===== src/rtl/ps2_poly_pkg.sv =====
// Shared constants and types for the PS/2 polyphonic note decoder.
package ps2_poly_pkg;

  localparam logic [7:0] BYTE_E0 = 8'hE0;
  localparam logic [7:0] BYTE_E1 = 8'hE1;
  localparam logic [7:0] BYTE_F0 = 8'hF0;

  // Bytes following E1 that belong to the Pause make/break sequence.
  localparam logic [2:0] PAUSE_SKIP = 3'd7;

  // Keymap result meaning "no note for this key".
  localparam int NOTE_UNMAPPED = 0;

  typedef enum logic [2:0] {
    ST_IDLE,
    ST_EXT,
    ST_BRK,
    ST_EXT_BRK,
    ST_SKIP
  } parser_state_t;

endpackage


===== src/rtl/ps2_keymap.sv =====
// Combinational scan-code to note table; i_key is {extended, byte}.
module ps2_keymap
  import ps2_poly_pkg::*;
#(
  parameter int NOTE_W = 8
) (
  input  logic [8:0]        i_key,
  output logic [NOTE_W-1:0] o_note
);

  logic [6:0] w_code;

  // Bottom letter row z..m gives notes 1..7, home/top rows continue upward.
  always_comb begin
    w_code = 7'(NOTE_UNMAPPED);
    case (i_key)
      9'h01A: w_code = 7'd1;   // z
      9'h022: w_code = 7'd2;   // x
      9'h021: w_code = 7'd3;   // c
      9'h02A: w_code = 7'd4;   // v
      9'h032: w_code = 7'd5;   // b
      9'h031: w_code = 7'd6;   // n
      9'h03A: w_code = 7'd7;   // m
      9'h01C: w_code = 7'd8;   // a
      9'h01D: w_code = 7'd9;   // w
      9'h01B: w_code = 7'd10;  // s
      9'h024: w_code = 7'd11;  // e
      9'h023: w_code = 7'd12;  // d
      9'h02B: w_code = 7'd13;  // f
      9'h02C: w_code = 7'd14;  // t
      9'h034: w_code = 7'd15;  // g
      9'h035: w_code = 7'd16;  // y
      9'h033: w_code = 7'd17;  // h
      9'h03C: w_code = 7'd18;  // u
      9'h03B: w_code = 7'd19;  // j
      9'h042: w_code = 7'd20;  // k
      9'h044: w_code = 7'd21;  // o
      9'h04B: w_code = 7'd22;  // l
      9'h171: w_code = 7'd56;  // E0 71 Delete
      9'h16C: w_code = 7'd63;  // E0 6C Home
      default: w_code = 7'(NOTE_UNMAPPED);
    endcase
  end

  assign o_note = NOTE_W'(w_code);

endmodule


===== src/rtl/ps2_poly_decoder.sv =====
// PS/2 scan-code parser feeding an LRU-stealing polyphonic voice table.
module ps2_poly_decoder
  import ps2_poly_pkg::*;
#(
  parameter int NUM_VOICES = 4,
  parameter int NOTE_W     = 8
) (
  input  logic                         iClk,
  input  logic                         iReset_n,
  input  logic                         iFlag,
  input  logic [7:0]                   iData,
  output logic [NUM_VOICES-1:0]        oVoiceValid,
  output logic [NUM_VOICES*NOTE_W-1:0] oVoiceNote,
  output logic                         oEvent,
  output logic                         oEventRelease,
  output logic [NOTE_W-1:0]            oEventNote,
  output logic                         oSteal
);

  localparam int AGE_W = (NUM_VOICES > 1) ? $clog2(NUM_VOICES) : 1;

  parser_state_t r_state, w_state_nx;
  logic [2:0] r_skip, w_skip_nx;
  logic       w_done, w_ext, w_brk;

  // Parser: consume one byte per iFlag, emit a completed {ext,brk,byte} code.
  always_comb begin
    w_state_nx = r_state;
    w_skip_nx  = r_skip;
    w_done     = 1'b0;
    w_ext      = 1'b0;
    w_brk      = 1'b0;
    if (iFlag) begin
      case (r_state)
        ST_IDLE: begin
          if (iData == BYTE_E0)      w_state_nx = ST_EXT;
          else if (iData == BYTE_F0) w_state_nx = ST_BRK;
          else if (iData == BYTE_E1) begin
            w_state_nx = ST_SKIP;
            w_skip_nx  = PAUSE_SKIP;
          end else w_done = 1'b1;
        end
        ST_EXT: begin
          if (iData == BYTE_F0)      w_state_nx = ST_EXT_BRK;
          else if (iData != BYTE_E0) begin
            w_done = 1'b1;
            w_ext  = 1'b1;
          end
        end
        ST_BRK: begin
          w_done = 1'b1;
          w_brk  = 1'b1;
        end
        ST_EXT_BRK: begin
          w_done = 1'b1;
          w_ext  = 1'b1;
          w_brk  = 1'b1;
        end
        ST_SKIP: begin
          w_skip_nx = r_skip - 3'd1;
          if (r_skip <= 3'd1) begin
            w_skip_nx  = '0;
            w_state_nx = ST_IDLE;
          end
        end
        default: w_state_nx = ST_IDLE;
      endcase
      if (w_done) w_state_nx = ST_IDLE;
    end
  end

  logic       r_cv, r_cbrk;
  logic [8:0] r_ckey;

  // Parser state and the one-stage code register that sets the latency of 1.
  always_ff @(posedge iClk or negedge iReset_n) begin
    if (!iReset_n) begin
      r_state <= ST_IDLE;
      r_skip  <= '0;
      r_cv    <= 1'b0;
      r_cbrk  <= 1'b0;
      r_ckey  <= '0;
    end else begin
      r_state <= w_state_nx;
      r_skip  <= w_skip_nx;
      r_cv    <= w_done;
      r_cbrk  <= w_brk;
      r_ckey  <= {w_ext, iData};
    end
  end

  logic [NOTE_W-1:0] w_map_note;

  ps2_keymap #(.NOTE_W(NOTE_W)) u_keymap (
    .i_key  (r_ckey),
    .o_note (w_map_note)
  );

  logic [NUM_VOICES-1:0] r_valid, w_valid_nx;
  logic [8:0]            r_key  [NUM_VOICES];
  logic [8:0]            w_key_nx [NUM_VOICES];
  logic [NOTE_W-1:0]     r_note [NUM_VOICES];
  logic [NOTE_W-1:0]     w_note_nx [NUM_VOICES];
  logic [AGE_W-1:0]      r_age  [NUM_VOICES];
  logic [AGE_W-1:0]      w_age_nx [NUM_VOICES];
  logic                  w_hit, w_free;
  logic [AGE_W-1:0]      w_hit_idx, w_slot;
  logic                  w_ev, w_ev_rel, w_steal;
  logic [NOTE_W-1:0]     w_ev_note;

  // Voice table update: hit search, free/oldest slot choice, rank maintenance.
  always_comb begin
    w_hit     = 1'b0;
    w_hit_idx = '0;
    w_free    = 1'b0;
    w_slot    = '0;
    for (int unsigned v = 0; v < NUM_VOICES; v++) begin
      if (r_valid[v] && r_key[v] == r_ckey) begin
        w_hit     = 1'b1;
        w_hit_idx = AGE_W'(v);
      end
      if (!r_valid[v] && !w_free) begin
        w_free = 1'b1;
        w_slot = AGE_W'(v);
      end
    end
    if (!w_free) begin
      for (int unsigned v = 0; v < NUM_VOICES; v++)
        if (r_age[v] == AGE_W'(NUM_VOICES - 1)) w_slot = AGE_W'(v);
    end

    w_valid_nx = r_valid;
    w_key_nx   = r_key;
    w_note_nx  = r_note;
    w_age_nx   = r_age;
    w_ev       = 1'b0;
    w_ev_rel   = oEventRelease;
    w_ev_note  = oEventNote;
    w_steal    = 1'b0;

    if (r_cv && w_map_note != NOTE_W'(NOTE_UNMAPPED)) begin
      if (!r_cbrk && !w_hit) begin
        // Every other valid voice is younger than the target's old rank
        // (free slot, or the oldest voice when stealing), so all age by one.
        for (int unsigned v = 0; v < NUM_VOICES; v++)
          if (r_valid[v]) w_age_nx[v] = r_age[v] + 1'b1;
        w_valid_nx[w_slot] = 1'b1;
        w_key_nx[w_slot]   = r_ckey;
        w_note_nx[w_slot]  = w_map_note;
        w_age_nx[w_slot]   = '0;
        w_ev               = 1'b1;
        w_ev_rel           = 1'b0;
        w_ev_note          = w_map_note;
        w_steal            = !w_free;
      end else if (r_cbrk && w_hit) begin
        for (int unsigned v = 0; v < NUM_VOICES; v++)
          if (r_valid[v] && r_age[v] > r_age[w_hit_idx]) w_age_nx[v] = r_age[v] - 1'b1;
        w_valid_nx[w_hit_idx] = 1'b0;
        w_key_nx[w_hit_idx]   = '0;
        w_note_nx[w_hit_idx]  = '0;
        w_age_nx[w_hit_idx]   = '0;
        w_ev                  = 1'b1;
        w_ev_rel              = 1'b1;
        w_ev_note             = r_note[w_hit_idx];
      end
    end
  end

  // Voice table and event output registers.
  always_ff @(posedge iClk or negedge iReset_n) begin
    if (!iReset_n) begin
      r_valid       <= '0;
      oEvent        <= 1'b0;
      oEventRelease <= 1'b0;
      oEventNote    <= '0;
      oSteal        <= 1'b0;
      for (int unsigned v = 0; v < NUM_VOICES; v++) begin
        r_key[v]  <= '0;
        r_note[v] <= '0;
        r_age[v]  <= '0;
      end
    end else begin
      r_valid       <= w_valid_nx;
      r_key         <= w_key_nx;
      r_note        <= w_note_nx;
      r_age         <= w_age_nx;
      oEvent        <= w_ev;
      oEventRelease <= w_ev_rel;
      oEventNote    <= w_ev_note;
      oSteal        <= w_steal;
    end
  end

  assign oVoiceValid = r_valid;

  for (genvar gv = 0; gv < NUM_VOICES; gv++) begin : g_out
    assign oVoiceNote[gv*NOTE_W +: NOTE_W] = r_note[gv];
  end

endmodule


===== config.mk =====
export PLATFORM = sky130hd
export DESIGN_NAME = ps2_poly_decoder
export DESIGN_NICKNAME = d
export VERILOG_FILES = /design/src/rtl/ps2_poly_pkg.sv /design/src/rtl/ps2_keymap.sv /design/src/rtl/ps2_poly_decoder.sv
export SDC_FILE = /design/constraint.sdc
export NUM_CORES = 1
export LEC_CHECK = 0
export ABC_AREA = 0
export ABC_CLOCK_PERIOD_IN_PS = 4700
export CAP_MARGIN = 10
export CORE_AREA = 2 2 91 181
export CTS_CLUSTER_DIAMETER = 120
export CTS_CLUSTER_SIZE = 16
export DETAILED_ROUTE_END_ITERATION = 8
export DIE_AREA = 0 0 93 183
export GPL_ROUTABILITY_DRIVEN = 0
export HOLD_SLACK_MARGIN = 0.12
export PLACE_DENSITY_LB_ADDON = 0.08
export SLEW_MARGIN = 20
export SYNTH_ARGS = -nofsm -noshare
export SYNTH_HDL_FRONTEND = slang
export SYNTH_SLANG_ARGS = --single-unit
export TNS_END_PERCENT = 30

===== constraint.sdc =====
create_clock -name iClk -period 4.7 [get_ports iClk]
set_input_delay 0.94 -clock iClk [delete_from_list [all_inputs] [get_ports iClk]]
set_output_delay 0.94 -clock iClk [all_outputs]
set_load 0.05 [all_outputs]

# Yosys cells after proc, flatten, opt, wreduce, memory -nomap -nowiden
# Index checks and enable logic that the tools add are counted.
[totals] wordCells=251 ff_bits=108
[classes] n_bitwise=13 eq_ne=47 n_lt_le_gt_ge=13 n_addsub=9 reduce_logical=34 n_mux=113
[ops] operator="case mux 6 bit (24 select lines)" n=1
[ops] operator="== test 9 x 6 -> 1 bit, second input constant" n=15
[ops] operator="2-to-1 mux 2 bit" n=41
[ops] operator="2-to-1 mux 36 bit" n=2
[ops] operator="2-to-1 mux 32 bit" n=2
[ops] operator="2-to-1 mux 8 bit" n=8
[ops] operator="AND 36 bit" n=1
[ops] operator="bitwise mux 36 bit" n=1
[ops] operator="demux 9 bit (select 2 bit)" n=2
[ops] operator="== test 9 x 5 -> 1 bit, second input constant" n=4
[ops] operator="== test 9 bit" n=4
[ops] operator="inverter 36 bit" n=1
[ops] operator="AND 32 bit" n=1
[ops] operator="bitwise mux 32 bit" n=1
[ops] operator="demux 8 bit (select 2 bit)" n=2
[ops] operator="inverter 32 bit" n=1
[ops] operator="2-to-1 mux 3 bit" n=10
[ops] operator="2-to-1 mux 1 bit" n=29
[ops] operator="== test 9 x 7 -> 1 bit, second input constant" n=3
[ops] operator="== test 8 bit, second input constant" n=3
[ops] operator="== test 9 bit, second input constant" n=2
[ops] operator="logical AND 1 bit" n=18
[ops] operator="2-to-1 mux 9 bit" n=2
[ops] operator="AND 8 bit" n=2
[ops] operator="other kinds (39)" n=73

# Depth between registers and ports, before layout
[depth] ltp_word=22 mapped_depth=16

# Cells and area by module
# From an unflattened synthesis, not the netlist that was laid out.
[unflattened] hier_cells=633 hier_area_um2=6154.7
[by_module_without_submodules] module="ps2_poly_decoder" seq_area_each_um2=2702.6 cells_each=545 area_per_inst_um2=5571.6 n_inst=1
[by_module_without_submodules] module="ps2_keymap" seq_area_each_um2=0.0 cells_each=88 area_per_inst_um2=583.1 n_inst=1

# Worst setup path after synthesis
# OpenSTA, ideal clock, no wires.
[synth_path] path_kind="register to register" startpoint="register r_ckey[3]" endpoint="register r_age[1] in the netlist's numbering" n_path_buf=2 required_time_ns=4.579 arrival_time_ns=3.524 setup_time_ns=0.121 slack_ns=1.055 stages_incl_launch_ff=15 period_less_slack_ns=3.645 path_cell_list="dfrtp_1 -> buf_6 -> nor2b_4 -> or4_1 -> or4_4 -> or2_2 -> clkbuf_1 -> o22ai_1 -> a21oi_1 -> ha_1 -> nor2_1 -> or2_2 -> a31o_2 -> a22o_1 -> a22o_1"
[synth_via] elab_chain_len=18
[synth_rtl] element="start, declared" line="ps2_poly_decoder.sv:73" rtl="logic [8:0] r_ckey;"
[synth_rtl] element="start signal, assigned" line="ps2_poly_decoder.sv:88" rtl="r_ckey <= {w_ext, iData};"
[synth_rtl] element="== test 9 bit" line="ps2_poly_decoder.sv:118" rtl="if (r_valid[v] && r_key[v] == r_ckey) begin"
[synth_rtl] element="logical AND 1 bit" line="ps2_poly_decoder.sv:118"
[synth_rtl] element="2-to-1 mux 1 bit" line="ps2_poly_decoder.sv:118"
[synth_rtl] element="2-to-1 mux 2 bit (2 in series)" line="ps2_poly_decoder.sv:118"
[synth_rtl] element="inverter 2 -> 3 bit (not written as such)" line="ps2_poly_decoder.sv:157, ps2_poly_decoder.sv:161"
[synth_rtl] element="binary-select mux 2 bit (select 2 bit)" line="ps2_poly_decoder.sv:157" rtl="if (r_valid[v] && r_age[v] > r_age[w_hit_idx]) w_age_nx[v] = r_age[v] - 1'b1;"
[synth_rtl] element="2-to-1 mux 2 bit (not written as such) (2 in series)" line="ps2_poly_decoder.sv:157"
[synth_rtl] element="> comparator 2 bit" line="ps2_poly_decoder.sv:157"
[synth_rtl] element="logical AND 1 bit" line="ps2_poly_decoder.sv:157"
[synth_rtl] element="2-to-1 mux 2 bit" line="ps2_poly_decoder.sv:157"
[synth_rtl] element="2-to-1 mux 2 bit" line="ps2_poly_decoder.sv:155" rtl="end else if (r_cbrk && w_hit) begin"
[synth_rtl] element="2-to-1 mux 2 bit" line="ps2_poly_decoder.sv:142" rtl="if (!r_cbrk && !w_hit) begin"
[synth_rtl] element="2-to-1 mux 2 bit" line="ps2_poly_decoder.sv:141" rtl="if (r_cv && w_map_note != NOTE_W'(NOTE_UNMAPPED)) begin"
[synth_rtl] element="AND 8 bit (no line)"
[synth_rtl] element="2-to-1 mux 8 bit" line="ps2_poly_decoder.sv:155"
[synth_rtl] element="2-to-1 mux 8 bit" line="ps2_poly_decoder.sv:142"
[synth_rtl] element="end signal, assigned" line="ps2_poly_decoder.sv:186" rtl="r_age <= w_age_nx;"
[synth_rtl] element="end, declared" line="ps2_poly_decoder.sv:104" rtl="logic [AGE_W-1:0] r_age [NUM_VOICES];"
# Several ways; a longest one is shown, not always the timed one. The select of a mux whose other input is x is not followed.
# A chain may end at the register's enable or synchronous reset.

# Worst setup path in the final report
[layout_path] startpoint="register r_ckey[1]" endpoint="register r_key[26] in the netlist's numbering"
[layout_via] elab_chain_len=14
[layout_rtl] element="== test 9 bit" line="ps2_poly_decoder.sv:118"
[layout_rtl] element="logical AND 1 bit" line="ps2_poly_decoder.sv:118"
[layout_rtl] element="2-to-1 mux 1 bit" line="ps2_poly_decoder.sv:118"
[layout_rtl] element="2-to-1 mux 2 bit (2 in series)" line="ps2_poly_decoder.sv:118"
[layout_rtl] element="inverter 2 -> 3 bit (not written as such)" line="ps2_poly_decoder.sv:159" rtl="w_key_nx[w_hit_idx] = '0;"
[layout_rtl] element="greater-or-equal comparator 3 bit (not written as such) or less-than comparator 3 x 1 -> 1 bit (tied branches)" line="ps2_poly_decoder.sv:159"
[layout_rtl] element="logical AND 1 bit (not written as such)" line="ps2_poly_decoder.sv:159"
[layout_rtl] element="2-to-1 mux 9 bit (not written as such)" line="ps2_poly_decoder.sv:159"
[layout_rtl] element="demux 9 bit (select 2 bit)" line="ps2_poly_decoder.sv:159"
[layout_rtl] element="inverter 36 bit (no line)"
[layout_rtl] element="AND 36 bit (no line)"
[layout_rtl] element="2-to-1 mux 36 bit" line="ps2_poly_decoder.sv:155"
[layout_rtl] element="2-to-1 mux 36 bit" line="ps2_poly_decoder.sv:142"
[layout_rtl] element="end signal, assigned" line="ps2_poly_decoder.sv:184" rtl="r_key <= w_key_nx;"
[layout_rtl] element="end, declared" line="ps2_poly_decoder.sv:100" rtl="logic [8:0] r_key [NUM_VOICES];"
# Several ways; a longest one is shown, not always the timed one. The select of a mux whose other input is x is not followed.

==> out/results.tsv <==
metric	value	unit
ctsResizeCount	0	
max_stage_delay	560	ps
path_clk_slew	80	ps
ctsHoldBuffers	0	
postSynthNetCount	695	
cts_root_buffer	clkbuf_16	
critPathArrivalTime	4120	ps
ys.flop_type	dfrtp_1	
synth_cells	674	
ys_seq_elements	108	
cts_tree	done	
first_global_vias	5215	
yosys_warnings	0	
critPathMaxFanout	32	
wl_per_cell	20.3	um
wl	18.9	mm
fp.coreArea	15600	sq um
cp.required	4970	ps
cts_buffers	9	
finClkSkew	13.2	ps
maxSlewHeadroom	33.7	%
slowest_stage	or4_1	
io_pins	58	
cts_sinks	108	
area_growth	18.5	%
critical_path.top_delay_family	simple AND/OR/NAND/NOR gates	
powerDensity	353	nW/um^2
nNetsFinal	744	
yosysSeqAreaShare	43.9	%
grt_max_degree	65	
final_cell_mix	dfrtp_1 (108), nand2_1 (68), clkdlybuf4s50_1 (56), o21ai_0 (47), nor2_1 (36)	
final-setup-viol-count	0	
final_cell_count_no_fill	929	
grt_first_pass_wirelength	30.1	mm
period_minus_slack	3850	ps
rsz0062_at_grt	no	
crit_top_cell	buf_4	
post-cts-setup-buffers	0	
crit_type	reg -> reg	
antenna_left	0	
max_freq	260	MHz
drc	0	
insertion_delay	360	ps
diodes	0	
vias	5359	
timing.final.crit_share	81.9	%
status	finished, final reports clean	
die_width	93	um
final_hold_viol_count	0	
tns	0	ps
start_util	39.4	%
drtIter0Drc	343	
drive_gt1_share	8.65	%
dpl.hpwl	13.1	mm
seq_area	2700	sq um
fp-row-count	65	
drt-pass1-iter-count	5	
fillerInstances	1524	
die-area	17000	sq um
p_leak	3.08	nW
synthDistinctLibCells	69	
path_cells	xor2_1 -> or4_1 -> nor3_1 -> or3_1 -> a31oi_1 -> ha_1 -> a311o_1 -> buf_4 -> nor2_1 -> buf_4 -> a22oi_1 -> o21ai_0	
whs	483	ps
placed_cells	913	
drv_cap	0	
critical_path.endpoint_type	flop	
worstHoldPathType	reg -> reg	
clockBufferDepth	2	
synthArstFlopShare	100	%
die_h	183	um
cp_num_buf_inv	2	
antenna_found_initial	0	
drv_slew	0	
syn_area	6160	sq um
overflow	0	
cts_htree_levels	3	
tightest_slew	987	ps
multi_input_area	3150	sq um
ir_drop	0.159	mV
grtUsageTotal	23.1	%
critPathLaunchType	flop	
synth-edff-count	0	
vias_per_cell	5.77	
io_buffers	57	
final_common_cell	dfrtp_1	
avgSynthCellArea	9.14	sq um
==> synth_stat cells (3+ instances only) <==
| cell type | n | share of area [%] |
|---|---|---|
| mux2i_1 | 3 | 0.49 |
| a21oi_1 | 26 | 2.1 |
| nor3b_1 | 6 | 0.73 |
| nand4_1 | 10 | 1.0 |
| nand3b_1 | 4 | 0.49 |
| nor4b_1 | 4 | 0.57 |
| ha_1 | 10 | 2.0 |
| o21ai_0 | 47 | 3.8 |
| nor2b_1 | 8 | 0.81 |
| nand2_1 | 68 | 4.1 |
| o2bb2ai_1 | 8 | 1.1 |
| dfrtp_1 | 108 | 44 |
| or3_1 | 3 | 0.30 |
| buf_2 | 6 | 0.49 |
| a22o_1 | 32 | 4.6 |
| nand2b_1 | 14 | 1.4 |
| a211oi_1 | 7 | 0.85 |
| o22ai_1 | 4 | 0.41 |
| a221oi_1 | 3 | 0.43 |
| nand3_1 | 19 | 1.5 |
| buf_1 | 7 | 0.43 |
| a31oi_1 | 7 | 0.71 |
| nor2_1 | 36 | 2.2 |
| and3_1 | 3 | 0.30 |
| or4_1 | 4 | 0.49 |
| o221ai_1 | 3 | 0.43 |
| xor2_1 | 7 | 1.0 |
| and2_1 | 19 | 1.9 |
| a21o_1 | 6 | 0.73 |
| inv_1 | 23 | 1.4 |
| nor3_1 | 21 | 1.7 |
| a22oi_1 | 28 | 3.4 |
| nor4_1 | 5 | 0.51 |
| xnor2_1 | 28 | 4.0 |
| o31ai_1 | 3 | 0.37 |
| and4_1 | 4 | 0.57 |
| clkbuf_1 | 37 | 2.3 |
| a31o_2 | 3 | 0.43 |
==> path summary, 6_finish.rpt <==
path	from	endpoint	slack, ps	cells past startpoint
setup reg to reg	r_ckey[1]$_DFF_PN0_	r_key[26]$_DFFE_PN0P_	850	12
hold / removal	oEventNote[0]$_DFFE_PN0P_	oEventNote[0]$_DFFE_PN0P_	480	2
min in group asynchronous	iReset_n	r_skip[0]$_DFFE_PN0P_	690	1
max in group asynchronous	iReset_n	oVoiceNote[31]$_DFFE_PN0P_	3150	2
setup / recovery	r_ckey[1]$_DFF_PN0_	r_key[26]$_DFFE_PN0P_	850	12
hold reg to reg	oEventNote[0]$_DFFE_PN0P_	oEventNote[0]$_DFFE_PN0P_	480	2
==> routing by layer <==
layer	up-vias	global-route usage [%]	part of all wire, %
met2	150	39.0	50
met3	29	2.67	3.7
li1	2564	-	-
met1	2616	30.0	43
met4	0	9.06	2.9
met5	-	0	0
==> cell type report <==
type	count	area share, %
clock buffers	9	3.08
repair buffers	91	11.3
clock inverters	7	0.908
flip-flops and latches	108	37.0
multi-input cells	490	43.1
inverters	23	1.18
well taps	201	3.44
==> report_power, final <==
group | total [mW] | switching, mW | leakage [nW] | internal (mW)
Combinational | 0.692 | 0.393 | 1.61 | 0.299
Sequential | 1.13 | 0.122 | 1.32 | 1.00
Clock | 0.758 | 0.384 | 0.138 | 0.374
==> flip-flops by register name (all words and copies together), names as in the netlist <==
name           cells
oVoiceValid        4
oEventRelease      1
r_cv               1
r_skip             3
oEventNote         8
oSteal             1
r_key             36
r_age              8
r_ckey             9
r_state            3
oEvent             1
oVoiceNote        32
r_cbrk             1
==> kinds of logic (layout without fill, tap and decap cells) <==
logic type / Yosys count / count (layout) / share of synthesized area [%]
AOI/OAI and AO/OA: 203 / 203 / 23.1
adders and majority gates: 11 / 11 / 2.21
muxes: 5 / 5 / 0.853
xor gates and xnor gates: 35 / 35 / 4.98
and+or+nand+nor: 236 / 236 / 19.9
buffers and inverters: 76 / 130 / 5.06
DFF: 108 / 108 / 43.9
==> through the flow <==
stage,area (sq um),util (%),total power [mW],setup WS (ps)
after floorplan,6160,-,1.62,1060
final,7300,46.8,2.58,853
after CTS,7300,46.8,2.59,836
after global placement,7010,44.9,1.82,905
after detailed placement,7010,44.9,1.83,840
after global routing,7300,46.8,2.72,639
==> worst reg2reg max path: cells and delay by family, from the launching register on <==
kind            cells  cell delay [ps]
compound gates      4              660
xor+xnor            1              230
fa+ha+maj           1              320
buf+inv             2              500
flops               1              510
simple gates        4             1530
No activity file was read; power rests on OpenSTA's default activity.
